### src/rtl/battleship_pkg.sv
// Shared battleship definitions: grid defaults,
// evaluator state encoding and cell indexing.
package battleship_pkg;

  localparam int DEF_ROWS      = 8;
  localparam int DEF_COLS      = 8;
  localparam int DEF_MAX_TURNS = 40;

  typedef enum logic [2:0] {
    ST_EMPTY,
    ST_LOAD,
    ST_READY,
    ST_EVAL,
    ST_OVER
  } eval_state_t;

  function automatic int unsigned cell_index(
    input int unsigned row,
    input int unsigned col,
    input int unsigned ncols
  );
    return row * ncols + col;
  endfunction

endpackage

### src/rtl/battleship_shot_evaluator_if.sv
// Shot request / result bundle between the game
// FSM (master) and the shot evaluator (slave).
interface battleship_shot_evaluator_if
  import battleship_pkg::*;
#(
  parameter int ROWS = DEF_ROWS,
  parameter int COLS = DEF_COLS
);

  localparam int RW = (ROWS > 1) ? $clog2(ROWS) : 1;
  localparam int CW = (COLS > 1) ? $clog2(COLS) : 1;
  localparam int HW = $clog2(ROWS * COLS + 1);

  logic          shot_valid;
  logic          shot_ready;
  logic [RW-1:0] shot_row;
  logic [CW-1:0] shot_col;
  logic          result_valid;
  logic          hit;
  logic          repeat_shot;
  logic          invalid_shot;
  logic          all_ships_sunk;
  logic          turns_exhausted;
  logic [7:0]    turns_left;
  logic [HW-1:0] hits_remaining;

  modport master (
    output shot_valid,
    output shot_row,
    output shot_col,
    input  shot_ready,
    input  result_valid,
    input  hit,
    input  repeat_shot,
    input  invalid_shot,
    input  all_ships_sunk,
    input  turns_exhausted,
    input  turns_left,
    input  hits_remaining
  );

  modport slave (
    input  shot_valid,
    input  shot_row,
    input  shot_col,
    output shot_ready,
    output result_valid,
    output hit,
    output repeat_shot,
    output invalid_shot,
    output all_ships_sunk,
    output turns_exhausted,
    output turns_left,
    output hits_remaining
  );

endinterface

### src/rtl/battleship_shot_mask.sv
// Shot-history bitmap: synchronous clear,
// single-bit set and one read port.
module battleship_shot_mask #(
  parameter int CELLS = 64,
  parameter int IW    = (CELLS > 1) ? $clog2(CELLS) : 1
) (
  input  logic          clk,
  input  logic          reset,
  input  logic          i_clr,
  input  logic          i_set,
  input  logic [IW-1:0] i_set_idx,
  input  logic [IW-1:0] i_rd_idx,
  output logic          o_rd_bit
);

  logic [CELLS-1:0] r_mask;

  always_ff @(posedge clk or posedge reset) begin
    if (reset) begin
      r_mask <= '0;
    end else if (i_clr) begin
      r_mask <= '0;
    end else if (i_set) begin
      for (int i = 0; i < CELLS; i++) begin
        if (i_set_idx == IW'(i)) begin
          r_mask[i] <= 1'b1;
        end
      end
    end
  end

  assign o_rd_bit = r_mask[i_rd_idx];

endmodule

### src/rtl/battleship_shot_evaluator.sv
// Holds one game's ship layout and shot history,
// and resolves each accepted shot into a result.
module battleship_shot_evaluator
  import battleship_pkg::*;
#(
  parameter int ROWS      = DEF_ROWS,
  parameter int COLS      = DEF_COLS,
  parameter int MAX_TURNS = DEF_MAX_TURNS
) (
  input  logic                   clk,
  input  logic                   reset,
  input  logic                   i_restart_pulse,
  input  logic [ROWS*COLS-1:0]   i_ship_map,
  battleship_shot_evaluator_if.slave shot_if
);

  localparam int CELLS = ROWS * COLS;
  localparam int IW = (CELLS > 1) ? $clog2(CELLS) : 1;
  localparam int RW = (ROWS > 1) ? $clog2(ROWS) : 1;
  localparam int CW = (COLS > 1) ? $clog2(COLS) : 1;
  localparam int HW = $clog2(CELLS + 1);

  eval_state_t r_state;
  eval_state_t w_next;

  logic [CELLS-1:0] r_map;
  logic [IW-1:0]    r_scan_idx;
  logic [HW-1:0]    r_hits;
  logic [7:0]       r_turns;
  logic             r_sunk;
  logic             r_exh;
  logic [RW-1:0]    r_row;
  logic [CW-1:0]    r_col;
  logic             r_rv;
  logic             r_hit;
  logic             r_rep;
  logic             r_inv;

  logic          w_in_range;
  logic [IW-1:0] w_cell_idx;
  logic          w_hist;
  logic          w_ship;
  logic          w_inv;
  logic          w_rep;
  logic          w_fresh;
  logic          w_scan_last;
  logic [HW-1:0] w_load_hits;
  logic [HW-1:0] w_hits_next;
  logic [7:0]    w_turns_next;
  logic          w_mask_set;

  assign w_in_range = (32'(r_row) < ROWS)
                   && (32'(r_col) < COLS);
  assign w_cell_idx = IW'(cell_index(
    32'(r_row), 32'(r_col), COLS));
  assign w_ship = r_map[w_cell_idx];

  // Out-of-range outranks repeat: history is only
  // meaningful for real cells.
  always_comb begin
    w_inv   = 1'b0;
    w_rep   = 1'b0;
    w_fresh = 1'b0;
    priority case (1'b1)
      !w_in_range: w_inv   = 1'b1;
      w_hist:      w_rep   = 1'b1;
      default:     w_fresh = 1'b1;
    endcase
  end

  assign w_hits_next =
    (w_fresh && w_ship && r_hits != '0)
      ? r_hits - HW'(1) : r_hits;
  assign w_turns_next =
    (w_fresh && r_turns != 8'd0)
      ? r_turns - 8'd1 : r_turns;

  assign w_scan_last = (r_scan_idx == IW'(CELLS - 1));
  assign w_load_hits = r_hits
    + (r_map[r_scan_idx] ? HW'(1) : HW'(0));

  assign w_mask_set = (r_state == ST_EVAL)
                   && w_fresh && !i_restart_pulse;

  battleship_shot_mask #(
    .CELLS (CELLS),
    .IW    (IW)
  ) u_mask (
    .clk       (clk),
    .reset     (reset),
    .i_clr     (i_restart_pulse),
    .i_set     (w_mask_set),
    .i_set_idx (w_cell_idx),
    .i_rd_idx  (w_cell_idx),
    .o_rd_bit  (w_hist)
  );

  always_ff @(posedge clk or posedge reset) begin
    if (reset) r_state <= ST_EMPTY;
    else       r_state <= w_next;
  end

  always_comb begin
    w_next = r_state;
    if (i_restart_pulse) begin
      w_next = ST_LOAD;
    end else begin
      case (r_state)
        ST_LOAD: begin
          if (w_scan_last) begin
            w_next = (w_load_hits != '0)
                   ? ST_READY : ST_OVER;
          end
        end
        ST_READY: begin
          if (shot_if.shot_valid) w_next = ST_EVAL;
        end
        ST_EVAL: begin
          w_next = (w_hits_next == '0
                 || w_turns_next == 8'd0)
                 ? ST_OVER : ST_READY;
        end
        default: w_next = r_state;
      endcase
    end
  end

  always_ff @(posedge clk or posedge reset) begin
    if (reset) begin
      r_map      <= '0;
      r_scan_idx <= '0;
      r_hits     <= '0;
      r_turns    <= 8'd0;
      r_sunk     <= 1'b0;
      r_exh      <= 1'b0;
      r_row      <= '0;
      r_col      <= '0;
      r_rv       <= 1'b0;
      r_hit      <= 1'b0;
      r_rep      <= 1'b0;
      r_inv      <= 1'b0;
    end else if (i_restart_pulse) begin
      r_map      <= i_ship_map;
      r_scan_idx <= '0;
      r_hits     <= '0;
      r_turns    <= 8'(MAX_TURNS);
      r_sunk     <= 1'b0;
      r_exh      <= 1'b0;
      r_rv       <= 1'b0;
      r_hit      <= 1'b0;
      r_rep      <= 1'b0;
      r_inv      <= 1'b0;
    end else begin
      r_rv <= 1'b0;
      case (r_state)
        ST_LOAD: begin
          r_hits <= w_load_hits;
          if (w_scan_last) begin
            r_sunk <= (w_load_hits == '0);
          end else begin
            r_scan_idx <= r_scan_idx + IW'(1);
          end
        end
        ST_READY: begin
          if (shot_if.shot_valid) begin
            r_row <= shot_if.shot_row;
            r_col <= shot_if.shot_col;
          end
        end
        ST_EVAL: begin
          r_rv    <= 1'b1;
          r_inv   <= w_inv;
          r_rep   <= w_rep;
          r_hit   <= w_fresh && w_ship;
          r_hits  <= w_hits_next;
          r_turns <= w_turns_next;
          r_sunk  <= (w_hits_next == '0);
          r_exh   <= (w_turns_next == 8'd0);
        end
        default: ;
      endcase
    end
  end

  assign shot_if.shot_ready      = (r_state == ST_READY);
  assign shot_if.result_valid    = r_rv;
  assign shot_if.hit             = r_hit;
  assign shot_if.repeat_shot     = r_rep;
  assign shot_if.invalid_shot    = r_inv;
  assign shot_if.all_ships_sunk  = r_sunk;
  assign shot_if.turns_exhausted = r_exh;
  assign shot_if.turns_left      = r_turns;
  assign shot_if.hits_remaining  = r_hits;

endmodule

### src/flat_wrapper.sv
// flat-port wrapper written by rule: the top's interface ports become plain ports
module battleship_shot_evaluator_flat import battleship_pkg::*;
#(
  parameter int ROWS      = DEF_ROWS,
  parameter int COLS      = DEF_COLS,
  parameter int MAX_TURNS = DEF_MAX_TURNS
)
  (clk, reset, i_restart_pulse, i_ship_map, shot_if_shot_valid, shot_if_shot_row, shot_if_shot_col, shot_if_shot_ready, shot_if_result_valid, shot_if_hit, shot_if_repeat_shot, shot_if_invalid_shot, shot_if_all_ships_sunk, shot_if_turns_exhausted, shot_if_turns_left, shot_if_hits_remaining);
  battleship_shot_evaluator_if #(.ROWS(ROWS), .COLS(COLS)) shot_if_i ();
  input  logic clk;
  input  logic reset;
  input  logic i_restart_pulse;
  input  logic [ROWS*COLS-1:0] i_ship_map;
  input wire logic [$bits(shot_if_i.shot_valid)-1:0] shot_if_shot_valid;
  input wire logic [$bits(shot_if_i.shot_row)-1:0] shot_if_shot_row;
  input wire logic [$bits(shot_if_i.shot_col)-1:0] shot_if_shot_col;
  output wire logic [$bits(shot_if_i.shot_ready)-1:0] shot_if_shot_ready;
  output wire logic [$bits(shot_if_i.result_valid)-1:0] shot_if_result_valid;
  output wire logic [$bits(shot_if_i.hit)-1:0] shot_if_hit;
  output wire logic [$bits(shot_if_i.repeat_shot)-1:0] shot_if_repeat_shot;
  output wire logic [$bits(shot_if_i.invalid_shot)-1:0] shot_if_invalid_shot;
  output wire logic [$bits(shot_if_i.all_ships_sunk)-1:0] shot_if_all_ships_sunk;
  output wire logic [$bits(shot_if_i.turns_exhausted)-1:0] shot_if_turns_exhausted;
  output wire logic [$bits(shot_if_i.turns_left)-1:0] shot_if_turns_left;
  output wire logic [$bits(shot_if_i.hits_remaining)-1:0] shot_if_hits_remaining;
  assign shot_if_i.shot_valid = shot_if_shot_valid;
  assign shot_if_i.shot_row = shot_if_shot_row;
  assign shot_if_i.shot_col = shot_if_shot_col;
  assign shot_if_shot_ready = shot_if_i.shot_ready;
  assign shot_if_result_valid = shot_if_i.result_valid;
  assign shot_if_hit = shot_if_i.hit;
  assign shot_if_repeat_shot = shot_if_i.repeat_shot;
  assign shot_if_invalid_shot = shot_if_i.invalid_shot;
  assign shot_if_all_ships_sunk = shot_if_i.all_ships_sunk;
  assign shot_if_turns_exhausted = shot_if_i.turns_exhausted;
  assign shot_if_turns_left = shot_if_i.turns_left;
  assign shot_if_hits_remaining = shot_if_i.hits_remaining;
  battleship_shot_evaluator #(.ROWS(ROWS), .COLS(COLS), .MAX_TURNS(MAX_TURNS)) u_core (.clk(clk), .reset(reset), .i_restart_pulse(i_restart_pulse), .i_ship_map(i_ship_map), .shot_if(shot_if_i));
endmodule
### config.mk
export PLATFORM = sky130hd
export DESIGN_NAME = battleship_shot_evaluator_flat
export DESIGN_NICKNAME = d
export VERILOG_FILES = /design/src/rtl/battleship_pkg.sv /design/src/rtl/battleship_shot_evaluator_if.sv /design/src/rtl/battleship_shot_mask.sv /design/src/rtl/battleship_shot_evaluator.sv /design/src/flat_wrapper.sv
export SDC_FILE = /design/constraint.sdc
export NUM_CORES = 1
export LEC_CHECK = 0
export ABC_AREA = 1
export CAP_MARGIN = 20
export CELL_PAD_IN_SITES_DETAIL_PLACEMENT = 2
export CELL_PAD_IN_SITES_GLOBAL_PLACEMENT = 2
export CORE_AREA = 4 4 167 169
export DETAILED_ROUTE_END_ITERATION = 6
export DIE_AREA = 0 0 171 173
export PLACE_DENSITY = 0.92
export SLEW_MARGIN = 20
export SYNTH_ARGS = -nofsm -noshare
export SYNTH_HDL_FRONTEND = slang
export SYNTH_SLANG_ARGS = --single-unit
### constraint.sdc
create_clock -name clk -period 8.6 [get_ports clk]
set_clock_uncertainty 0.15 [all_clocks]
set_input_delay 1.72 -clock clk [delete_from_list [all_inputs] [get_ports clk]]
set_output_delay 1.72 -clock clk [all_outputs]
set_load 0.005 [all_outputs]
==> flow_summary.html, run 1 <==
<table>
<tr><th>Metric</th><th>Value</th></tr>
<tr><th colspan="2">Status</th></tr>
<tr><td>Run status</td><td>finished, final reports clean</td></tr>
<tr><th colspan="2">STA</th></tr>
<tr><td>Max-Slew Margin vs Limit</td><td>34.3%</td></tr>
<tr><td>Fmax</td><td>192 MHz</td></tr>
<tr><td>Final setup violation count</td><td>0</td></tr>
<tr><td>Worst setup margin</td><td>3.41 ns</td></tr>
<tr><td>Period utilisation layout</td><td>60.4%</td></tr>
<tr><td>Min Clock Period, post-route</td><td>5.19 ns</td></tr>
<tr><td>Post-Route Hold Slack</td><td>0.340 ns</td></tr>
<tr><td>Total negative setup slack</td><td>0 ns</td></tr>
<tr><td>Worst Max-Slew Pin Slew</td><td>0.984 ns</td></tr>
<tr><td>Final hold violations</td><td>0</td></tr>
<tr><td>Unrepaired setup endpoints after global routing</td><td>false</td></tr>
<tr><td>Pins over their slew limit</td><td>0</td></tr>
<tr><th colspan="2">Floorplan</th></tr>
<tr><td>Number of standard-cell rows in the floorplan</td><td>60</td></tr>
<tr><td>Die width</td><td>171 microns</td></tr>
<tr><td>Overall die height</td><td>173 microns</td></tr>
<tr><td>Initial Utilization</td><td>34.5%</td></tr>
<tr><td>Area of the die</td><td>29600 sq um</td></tr>
<tr><td>Core area</td><td>26600 sq um</td></tr>
<tr><td>I/O Pins</td><td>96</td></tr>
<tr><th colspan="2">Hold path</th></tr>
<tr><td>Startpoint of the lowest-slack hold path</td><td>u_core.u_mask.r_mask[18]$_DFFE_PP0P_</td></tr>
<tr><td>Hold path cells</td><td>1</td></tr>
<tr><td>Type of the most critical hold path</td><td>reg2reg</td></tr>
<tr><td>Endpoint of the worst hold-timing path</td><td>u_core.u_mask.r_mask[18]$_DFFE_PP0P_</td></tr>
<tr><th colspan="2">Finish</th></tr>
<tr><td>Most frequent cells in the layout</td><td>469 x sky130_fd_sc_hd__nand2_1, 161 x sky130_fd_sc_hd__dfrtp_1, 118 x sky130_fd_sc_hd__o21ai_0</td></tr>
<tr><td>Fraction of final layout cells sized beyond drive strength 1</td><td>4.33%</td></tr>
<tr><td>Commonest non-fill, non-tap cell in the layout</td><td>sky130_fd_sc_hd__nand2_1</td></tr>
<tr><td>Post-Layout Cell Count</td><td>1682</td></tr>
<tr><td>Final-stage net count</td><td>1408</td></tr>
<tr><td>Core utilization of the finished layout</td><td>40.8%</td></tr>
<tr><td>Area overhead of the layout relative to synthesis</td><td>18.5%</td></tr>
<tr><td>Number of antenna repair diodes</td><td>0</td></tr>
<tr><th colspan="2">Logic synthesis</th></tr>
<tr><td>Post-synthesis share of cell area spent on full adders, half adders and majority gates</td><td>0.820%</td></tr>
<tr><td>Dominant combinational cell family by area after synthesis</td><td>simple AND/OR/NAND/NOR gates</td></tr>
<tr><td>Average cell area after synthesis</td><td>7.17 sq um</td></tr>
<tr><td>Post-synth EDFFs</td><td>0</td></tr>
<tr><td>Number of distinct library cells after synthesis</td><td>44</td></tr>
<tr><td>Count of yosys warnings during synthesis</td><td>0</td></tr>
<tr><td>Post-Synthesis Net Count</td><td>1357</td></tr>
<tr><td>Synthesized-area fraction occupied by xor and xnor cells</td><td>1.53%</td></tr>
<tr><td>Sequential share of the synthesized area</td><td>44.5%</td></tr>
<tr><td>Flops &amp; latches, synth</td><td>163</td></tr>
<tr><td>Top flip-flop cell by instance count after synthesis</td><td>sky130_fd_sc_hd__dfrtp_1</td></tr>
<tr><td>Simple-gate portion of the synthesized area</td><td>29.0%</td></tr>
<tr><td>Syn Inst Count</td><td>1277</td></tr>
<tr><td>Fraction of registers with async set or reset after synthesis</td><td>100%</td></tr>
<tr><td>Compound-Gate Fraction of Synth Area</td><td>16.1%</td></tr>
<tr><td>Area of the mapped netlist</td><td>9160 sq um</td></tr>
<tr><td>Mux share of post-synthesis cell area</td><td>0.123%</td></tr>
<tr><th colspan="2">Drt</th></tr>
<tr><td>DRC errors left</td><td>0</td></tr>
<tr><td>Per-cell routed wire length</td><td>24.0 microns</td></tr>
<tr><td>Via density</td><td>5.73</td></tr>
<tr><td>Routed vias</td><td>9641</td></tr>
<tr><td>Detail Route Antenna Nets</td><td>0</td></tr>
<tr><td>Number of optimization iterations in the first detailed-route pass</td><td>5</td></tr>
<tr><td>Detailed Route WL</td><td>40400 microns</td></tr>
<tr><td>Number of DRC violations after detailed-routing iteration 0</td><td>726</td></tr>
<tr><th colspan="2">CTS</th></tr>
<tr><td>Number of levels in the clock H-tree</td><td>4</td></tr>
<tr><td>Number of clock sinks</td><td>163</td></tr>
<tr><td>CTS tree</td><td>yes</td></tr>
<tr><td>Number of buffers inserted by hold repair at cts</td><td>0</td></tr>
<tr><td>Post-CTS Repair Setup Buffers</td><td>0</td></tr>
<tr><td>CTS Root Buffer Type</td><td>sky130_fd_sc_hd__clkbuf_16</td></tr>
<tr><td>Post-CTS sizing</td><td>0</td></tr>
<tr><td>Clock transition at path regs</td><td>0.07 ns</td></tr>
<tr><td>Clock tree buffer depth</td><td>2</td></tr>
<tr><td>Latest clock arrival within the worst-skew pair</td><td>0.45 ns</td></tr>
<tr><td>Number of CTS-inserted buffers</td><td>17</td></tr>
<tr><th colspan="2">Worst setup path</th></tr>
<tr><td>Startpoint of the most critical register-to-register path</td><td>u_core.r_scan_idx[0]$_DFFE_PP0P_</td></tr>
<tr><td>Maximum single-stage delay on the critical path</td><td>0.78 ns</td></tr>
<tr><td>Classification of the worst setup path</td><td>reg2reg</td></tr>
<tr><td>Top cell family by delay on the critical path</td><td>simple AND/OR/NAND/NOR gates</td></tr>
<tr><td>Register-to-register path setup slack</td><td>3.41 ns</td></tr>
<tr><td>Critical path buffer and inverter count</td><td>1</td></tr>
<tr><td>Nature of the critical path endpoint</td><td>register</td></tr>
<tr><td>Critical Path Source Type</td><td>register</td></tr>
<tr><td>Maximum net fanout on the critical path</td><td>38</td></tr>
<tr><td>Worst setup path startpoint</td><td>u_core.r_scan_idx[0]$_DFFE_PP0P_</td></tr>
<tr><td>Critical path data arrival time</td><td>5.42 ns</td></tr>
<tr><td>Depth of the worst register-to-register path</td><td>17</td></tr>
<tr><td>Cell-by-cell listing of the critical path</td><td>inv_1, o21ai_0, o22ai_1, o21ai_0, o21bai_1, o311ai_0, o211ai_1, nand2_1, ha_1, ha_1, xor2_1, or4_1, nor4_1, nor2_1, nor2_1, nand3_1, nand2_1</td></tr>
<tr><td>CP required</td><td>8.82 ns</td></tr>
<tr><td>Max stage delay cell, worst path</td><td>sky130_fd_sc_hd__dfrtp_2</td></tr>
<tr><td>Capture instance of the worst register-to-register path</td><td>u_core.r_state[2]$_DFFE_PP0P_</td></tr>
<tr><th colspan="2">Power</th></tr>
<tr><td>Switching share of power</td><td>39.8%</td></tr>
<tr><td>Worst ir drop on vdd</td><td>164 uV</td></tr>
<tr><td>Leakage</td><td>0.00507 uW</td></tr>
<tr><td>Register share of total power</td><td>37.4%</td></tr>
<tr><td>NetSw</td><td>981 uW</td></tr>
<tr><td>Portion of total power attributed to the clock network</td><td>32.6%</td></tr>
<tr><td>Internal portion of total power</td><td>1480 uW</td></tr>
<tr><td>Fraction of power consumed by combinational cells</td><td>29.9%</td></tr>
<tr><td>Power per cell area</td><td>227 nW/um^2</td></tr>
<tr><th colspan="2">Place</th></tr>
<tr><td>Count of input and output buffers</td><td>94</td></tr>
<tr><td>Placed instance count</td><td>1649</td></tr>
<tr><td>Pre-CTS setup slack</td><td>3.37 ns</td></tr>
<tr><td>Final weighted congestion in routability-driven placement</td><td>0.846</td></tr>
<tr><td>Post-DP HPWL</td><td>23700 microns</td></tr>
<tr><th colspan="2">GRT</th></tr>
<tr><td>Gr ovfl total</td><td>0</td></tr>
<tr><td>Global-route wire length before repair</td><td>63300 microns</td></tr>
<tr><td>Number of antenna violations at the first check in global routing</td><td>0</td></tr>
<tr><td>Vias in the first global route</td><td>10898</td></tr>
<tr><td>Overall routing resource usage</td><td>27.2%</td></tr>
<tr><td>Maximum number of pins on one net before global-route repair</td><td>113</td></tr>
<tr><th colspan="2">Run</th></tr>
<tr><td>Max-capacitance violation count</td><td>0</td></tr>
</table>
-- state kept, by name, summed over array words and instances (netlist names) --
signal and flops:
u_core.shot_if.turns_left 8, u_core.r_state 3, u_core.r_row 3, u_core.shot_if.turns_exhausted 1, u_core.shot_if.repeat_shot 1, u_core.r_scan_idx 6
u_core.shot_if.hit 1, u_core.r_col 3, u_core.shot_if.result_valid 1, u_core.shot_if.hits_remaining 7, u_core.u_mask.r_mask 64, u_core.shot_if.all_ships_sunk 1
u_core.r_map 64
-- how the worst max path moves through the flow --
stage	to	slack [ns]	cells after the start
finish	u_core.r_state[2]$_DFFE_PP0P_	3.41	17
global route	u_core.r_state[2]$_DFFE_PP0P_	3.02	17
CTS	u_core.r_state[2]$_DFFE_PP0P_	2.91	17
detailed placement	u_core.r_state[1]$_DFFE_PP0P_	3.37	18
global placement	u_core.r_state[1]$_DFFE_PP0P_	3.88	18
floorplan	u_core.r_col[0]$_DFFE_PP0P_	2.33	1
-- power by group through the flow --
stage	Combinational [uW]	Clock, uW	Sequential (uW)
floorplan	466	0	867
global placement	614	0	921
detailed placement	674	0	927
CTS	730	808	916
global route	811	837	928
finish	737	803	922
-- cell usage after synthesis (6+ instances only) --
library cell	count	area share, %
sky130_fd_sc_hd__nor3_1	51	2.8
sky130_fd_sc_hd__o21a_1	46	3.8
sky130_fd_sc_hd__o21ai_0	118	6.4
sky130_fd_sc_hd__nand2_1	469	19
sky130_fd_sc_hd__buf_6	6	0.74
sky130_fd_sc_hd__a21oi_1	38	2.1
sky130_fd_sc_hd__dfrtp_1	163	45
sky130_fd_sc_hd__nand3_1	20	1.1
sky130_fd_sc_hd__inv_1	97	4.0
sky130_fd_sc_hd__xor2_1	13	1.2
sky130_fd_sc_hd__clkbuf_1	47	1.9
sky130_fd_sc_hd__o21ai_1	19	1.0
sky130_fd_sc_hd__buf_2	11	0.60
sky130_fd_sc_hd__nand4_1	14	0.96
sky130_fd_sc_hd__o22ai_1	18	1.2
sky130_fd_sc_hd__ha_1	6	0.82
sky130_fd_sc_hd__buf_1	6	0.25
sky130_fd_sc_hd__nor2_1	92	3.8
-- cells by family (layout without fill, tap and decap cells) --
kind of cell,after synthesis,count (layout)
xor+xnor,16,16
buf+inv,175,239
flops,163,163
fa+ha+maj,6,6
simple gates,658,658
other cells,1,1
compound gates,257,257
mux,1,1
-- layer usage --
metal / routed length (microns) / GRT usage, % / up-vias / part of all wire, %
met5: 0 / 0 / - / 0
met2: 20800 / 47.3 / 370 / 51
met3: 1760 / 4.02 / 115 / 4.3
met1: 16300 / 33.0 / 4940 / 40
li1: - / - / 4216 / -
met4: 1600 / 12.2 / 0 / 4.0
-- per-stage QoR --
| step | total power [uW] | cell area, sq um |
|---|---|---|
| 3_3_place_gp | 1530 | 10300 |
| 3_5_place_dp | 1600 | 10300 |
| 2_1_floorplan | 1330 | 9160 |
| 6_report | 2460 | 10900 |
| 5_1_grt | 2580 | 10900 |
| 4_1_cts | 2450 | 10800 |
-- area by class of cell --
type	count	area, sq um
Clock inverter	14	141
Inverter	104	395
Clock buffer	18	439
Sequential cell	163	4080
Tap cell	341	427
Fill cell	3096	15700
Timing Repair Buffer	103	1010
Multi-Input combinational cell	939	4360
Note: power is estimated with default switching activity, not from simulation.
==> run 2, diff against run 1 <==
--- a/config.mk
+++ b/config.mk
@@ -9,10 +9,10 @@
 export CAP_MARGIN = 20
 export CELL_PAD_IN_SITES_DETAIL_PLACEMENT = 2
 export CELL_PAD_IN_SITES_GLOBAL_PLACEMENT = 2
-export CORE_AREA = 4 4 167 169
+export CORE_AREA = 4 4 183 185
 export DETAILED_ROUTE_END_ITERATION = 6
-export DIE_AREA = 0 0 171 173
-export PLACE_DENSITY = 0.92
+export DIE_AREA = 0 0 187 189
+export PLACE_DENSITY = 0.82
 export SLEW_MARGIN = 20
 export SYNTH_ARGS = -nofsm -noshare
 export SYNTH_HDL_FRONTEND = slang
==> constraint.sdc (replaced) <==
create_clock -name clk -period 4.2 [get_ports clk]
set_clock_uncertainty 0.15 [all_clocks]
set_input_delay 0.84 -clock clk [delete_from_list [all_inputs] [get_ports clk]]
set_output_delay 0.84 -clock clk [all_outputs]
set_load 0.005 [all_outputs]
==> flow_summary.html, run 2 (synthesis gave the netlist of run 1 again) <==
<table>
<tr><th>Metric</th><th>Value</th></tr>
<tr><th colspan="2">GRT</th></tr>
<tr><td>Maximum number of pins on one net before global-route repair</td><td>58</td></tr>
<tr><td>Number of antenna violations at the first check in global routing</td><td>0</td></tr>
<tr><td>Gr ovfl total</td><td>0</td></tr>
<tr><td>Vias in the first global route</td><td>9971</td></tr>
<tr><td>Overall routing resource usage</td><td>19.3%</td></tr>
<tr><td>Global-route wire length before repair</td><td>55400 microns</td></tr>
<tr><th colspan="2">Finish</th></tr>
<tr><td>Number of antenna repair diodes</td><td>0</td></tr>
<tr><td>Most frequent cells in the layout</td><td>469 x sky130_fd_sc_hd__nand2_1, 162 x sky130_fd_sc_hd__dfrtp_1, 118 x sky130_fd_sc_hd__o21ai_0</td></tr>
<tr><td>Fraction of final layout cells sized beyond drive strength 1</td><td>5.45%</td></tr>
<tr><td>Layout Cell Area excl Fill</td><td>11100 sq um</td></tr>
<tr><td>Area overhead of the layout relative to synthesis</td><td>21.6%</td></tr>
<tr><td>Final-stage net count</td><td>1425</td></tr>
<tr><td>Post-Layout Cell Count</td><td>1765</td></tr>
<tr><td>Commonest non-fill, non-tap cell in the layout</td><td>sky130_fd_sc_hd__nand2_1</td></tr>
<tr><th colspan="2">Worst setup path</th></tr>
<tr><td>Critical path buffer and inverter count</td><td>1</td></tr>
<tr><td>CP required</td><td>4.42 ns</td></tr>
<tr><td>Nature of the critical path endpoint</td><td>register</td></tr>
<tr><td>Maximum net fanout on the critical path</td><td>11</td></tr>
<tr><td>Critical Path Source Type</td><td>register</td></tr>
<tr><td>Depth of the worst register-to-register path</td><td>15</td></tr>
<tr><td>Top cell family by delay on the critical path</td><td>simple AND/OR/NAND/NOR gates</td></tr>
<tr><td>Cell-by-cell listing of the critical path</td><td>clkinv_1, o21ai_0, o21bai_1, o311ai_0, o211ai_1, nand2_1, ha_1, ha_1, xor2_1, or4_1, nor4_2, nor2_1, nor2_1, nand3_1, nand2_1</td></tr>
<tr><td>Register-to-register path setup slack</td><td>0.48 ns</td></tr>
<tr><td>Max stage delay cell, worst path</td><td>sky130_fd_sc_hd__dfrtp_1</td></tr>
<tr><td>Classification of the worst setup path</td><td>reg2reg</td></tr>
<tr><td>Maximum single-stage delay on the critical path</td><td>0.59 ns</td></tr>
<tr><td>Total number of cells along the worst setup path</td><td>15</td></tr>
<tr><td>Critical path data arrival time</td><td>3.93 ns</td></tr>
<tr><th colspan="2">Hold path</th></tr>
<tr><td>Type of the most critical hold path</td><td>reg2reg</td></tr>
<tr><td>Hold path cells</td><td>1</td></tr>
<tr><th colspan="2">STA</th></tr>
<tr><td>Min Clock Period, post-route</td><td>3.72 ns</td></tr>
<tr><td>Fmax</td><td>269 MHz</td></tr>
<tr><td>Max-Slew Margin vs Limit</td><td>49.5%</td></tr>
<tr><td>Post-Route Hold Slack</td><td>0.342 ns</td></tr>
<tr><td>Worst Max-Slew Pin Slew</td><td>0.756 ns</td></tr>
<tr><td>Pins over their slew limit</td><td>0</td></tr>
<tr><td>Worst setup margin</td><td>0.485 ns</td></tr>
<tr><td>Final setup violation count</td><td>0</td></tr>
<tr><td>Period utilisation layout</td><td>88.5%</td></tr>
<tr><td>Unrepaired setup endpoints after global routing</td><td>false</td></tr>
<tr><td>Total negative setup slack</td><td>0 ns</td></tr>
<tr><td>Final hold violations</td><td>0</td></tr>
<tr><th colspan="2">CTS</th></tr>
<tr><td>Number of CTS-inserted buffers</td><td>17</td></tr>
<tr><td>Clock tree buffer depth</td><td>2</td></tr>
<tr><td>CTS tree</td><td>yes</td></tr>
<tr><td>CTS Root Buffer Type</td><td>sky130_fd_sc_hd__clkbuf_16</td></tr>
<tr><td>Number of clock sinks</td><td>163</td></tr>
<tr><td>Clock transition at path regs</td><td>0.07 ns</td></tr>
<tr><td>Number of levels in the clock H-tree</td><td>4</td></tr>
<tr><td>Latest clock arrival within the worst-skew pair</td><td>0.43 ns</td></tr>
<tr><td>Number of buffers inserted by hold repair at cts</td><td>0</td></tr>
<tr><th colspan="2">Power</th></tr>
<tr><td>Worst ir drop on vdd</td><td>243 uV</td></tr>
<tr><td>Leakage</td><td>0.00518 uW</td></tr>
<tr><td>Internal portion of total power</td><td>3170 uW</td></tr>
<tr><td>Register share of total power</td><td>36.7%</td></tr>
<tr><td>Fraction of power consumed by combinational cells</td><td>29.1%</td></tr>
<tr><td>Portion of total power attributed to the clock network</td><td>34.2%</td></tr>
<tr><td>Switching share of power</td><td>35.7%</td></tr>
<tr><td>Power per cell area</td><td>443 nW/um^2</td></tr>
<tr><td>NetSw</td><td>1760 uW</td></tr>
<tr><th colspan="2">Floorplan</th></tr>
<tr><td>Core area</td><td>32000 sq um</td></tr>
<tr><td>I/O Pins</td><td>96</td></tr>
<tr><td>Area of the die</td><td>35300 sq um</td></tr>
<tr><td>Initial Utilization</td><td>28.6%</td></tr>
<tr><td>Die width</td><td>187 microns</td></tr>
<tr><td>Overall die height</td><td>189 microns</td></tr>
<tr><td>Number of standard-cell rows in the floorplan</td><td>66</td></tr>
<tr><th colspan="2">Place</th></tr>
<tr><td>Count of input and output buffers</td><td>94</td></tr>
<tr><td>Area of placed instances</td><td>10500 sq um</td></tr>
<tr><td>Placed instance count</td><td>1733</td></tr>
<tr><td>Final weighted congestion in routability-driven placement</td><td>0.848</td></tr>
<tr><td>Post-DP HPWL</td><td>23400 microns</td></tr>
<tr><td>Pre-CTS setup slack</td><td>0.500 ns</td></tr>
<tr><th colspan="2">Drt</th></tr>
<tr><td>Number of optimization iterations in the first detailed-route pass</td><td>4</td></tr>
<tr><td>Via density</td><td>5.12</td></tr>
<tr><td>Per-cell routed wire length</td><td>19.3 microns</td></tr>
<tr><td>Number of DRC violations after detailed-routing iteration 0</td><td>540</td></tr>
<tr><td>Detailed Route WL</td><td>34100 microns</td></tr>
<tr><td>DRC errors left</td><td>0</td></tr>
<tr><td>Detail Route Antenna Nets</td><td>0</td></tr>
<tr><td>Routed vias</td><td>9029</td></tr>
<tr><th colspan="2">Run</th></tr>
<tr><td>Max-capacitance violation count</td><td>0</td></tr>
<tr><th colspan="2">Status</th></tr>
<tr><td>Run status</td><td>finished, final reports clean</td></tr>
</table>
[run 2: cell types whose count changed in the layout (fill, tap and decap cells not counted), moves of 2 or more]
cell,previous run,this run
sky130_fd_sc_hd__buf_12,0,3
sky130_fd_sc_hd__buf_4,9,24
sky130_fd_sc_hd__bufinv_16,1,3
sky130_fd_sc_hd__dfrtp_2,2,0
sky130_fd_sc_hd__inv_6,6,1
[run 2: worst reg2reg max path, cell delays in order, from the launching register on]
cell and delay [ns]:
sky130_fd_sc_hd__dfrtp_1 0.59, sky130_fd_sc_hd__clkinv_1 0.37, sky130_fd_sc_hd__o21ai_0 0.27, sky130_fd_sc_hd__o21bai_1 0.14, sky130_fd_sc_hd__o311ai_0 0.15, sky130_fd_sc_hd__o211ai_1 0.12, sky130_fd_sc_hd__nand2_1 0.14, sky130_fd_sc_hd__ha_1 0.24
sky130_fd_sc_hd__ha_1 0.22, sky130_fd_sc_hd__xor2_1 0.17, sky130_fd_sc_hd__or4_1 0.50, sky130_fd_sc_hd__nor4_2 0.25, sky130_fd_sc_hd__nor2_1 0.09, sky130_fd_sc_hd__nor2_1 0.11, sky130_fd_sc_hd__nand3_1 0.09, sky130_fd_sc_hd__nand2_1 0.06
[run 2: final cells by class]
cell class                      instances  area, sq um
Multi-Input combinational cell        939         4370
Clock inverter                         13          175
Clock buffer                           18          439
Fill cell                            3756        20900
Tap cell                              408          510
Timing Repair Buffer                  120         1170
Sequential cell                       163         4080
Inverter                              104          394
[run 2: timing repair]
item,in CTS,in global routing
endpoints found under the setup margin,0,2
gates resized for setup,0,1
endpoints found under the hold margin,0,0
buffers inserted,0,0
[run 2: final timing paths]
| path | endpoint | startpoint |
|---|---|---|
| max reg2reg | u_core.r_state[2]$_DFFE_PP0P_ | u_core.r_scan_idx[2]$_DFFE_PP0P_ |
| min in group asynchronous | u_core.r_map[50]$_DFFE_PP0P_ | reset |
| max in group asynchronous | u_core.u_mask.r_mask[34]$_DFFE_PP0P_ | reset |
| min | u_core.u_mask.r_mask[37]$_DFFE_PP0P_ | u_core.u_mask.r_mask[37]$_DFFE_PP0P_ |
| max | u_core.r_state[2]$_DFFE_PP0P_ | u_core.r_scan_idx[2]$_DFFE_PP0P_ |
| min reg2reg | u_core.u_mask.r_mask[37]$_DFFE_PP0P_ | u_core.u_mask.r_mask[37]$_DFFE_PP0P_ |
[run 2: routing by layer]
layer	track usage, %	routed length, microns	vias up
met5	0	0	-
met4	5.75	834	0
met3	2.32	768	46
met2	34.1	17000	142
met1	24.8	15500	4595
li1	-	-	4246
[run 2: metrics by stage]
step	utilization [%]	total power, uW
2_1_floorplan	-	2730
3_3_place_gp	32.8	3170
3_5_place_dp	32.8	3240
4_1_cts	34.7	4950
5_1_grt	34.8	5230
6_report	34.8	4930
[run 2: power by group through the flow]
| stage | logic, uW | clock network (uW) | registers, uW |
|---|---|---|---|
| floorplan | 954 | 0 | 1780 |
| global placement | 1340 | 0 | 1830 |
| detailed placement | 1410 | 0 | 1840 |
| CTS | 1430 | 1710 | 1810 |
| global route | 1620 | 1780 | 1820 |
| finish | 1440 | 1690 | 1810 |
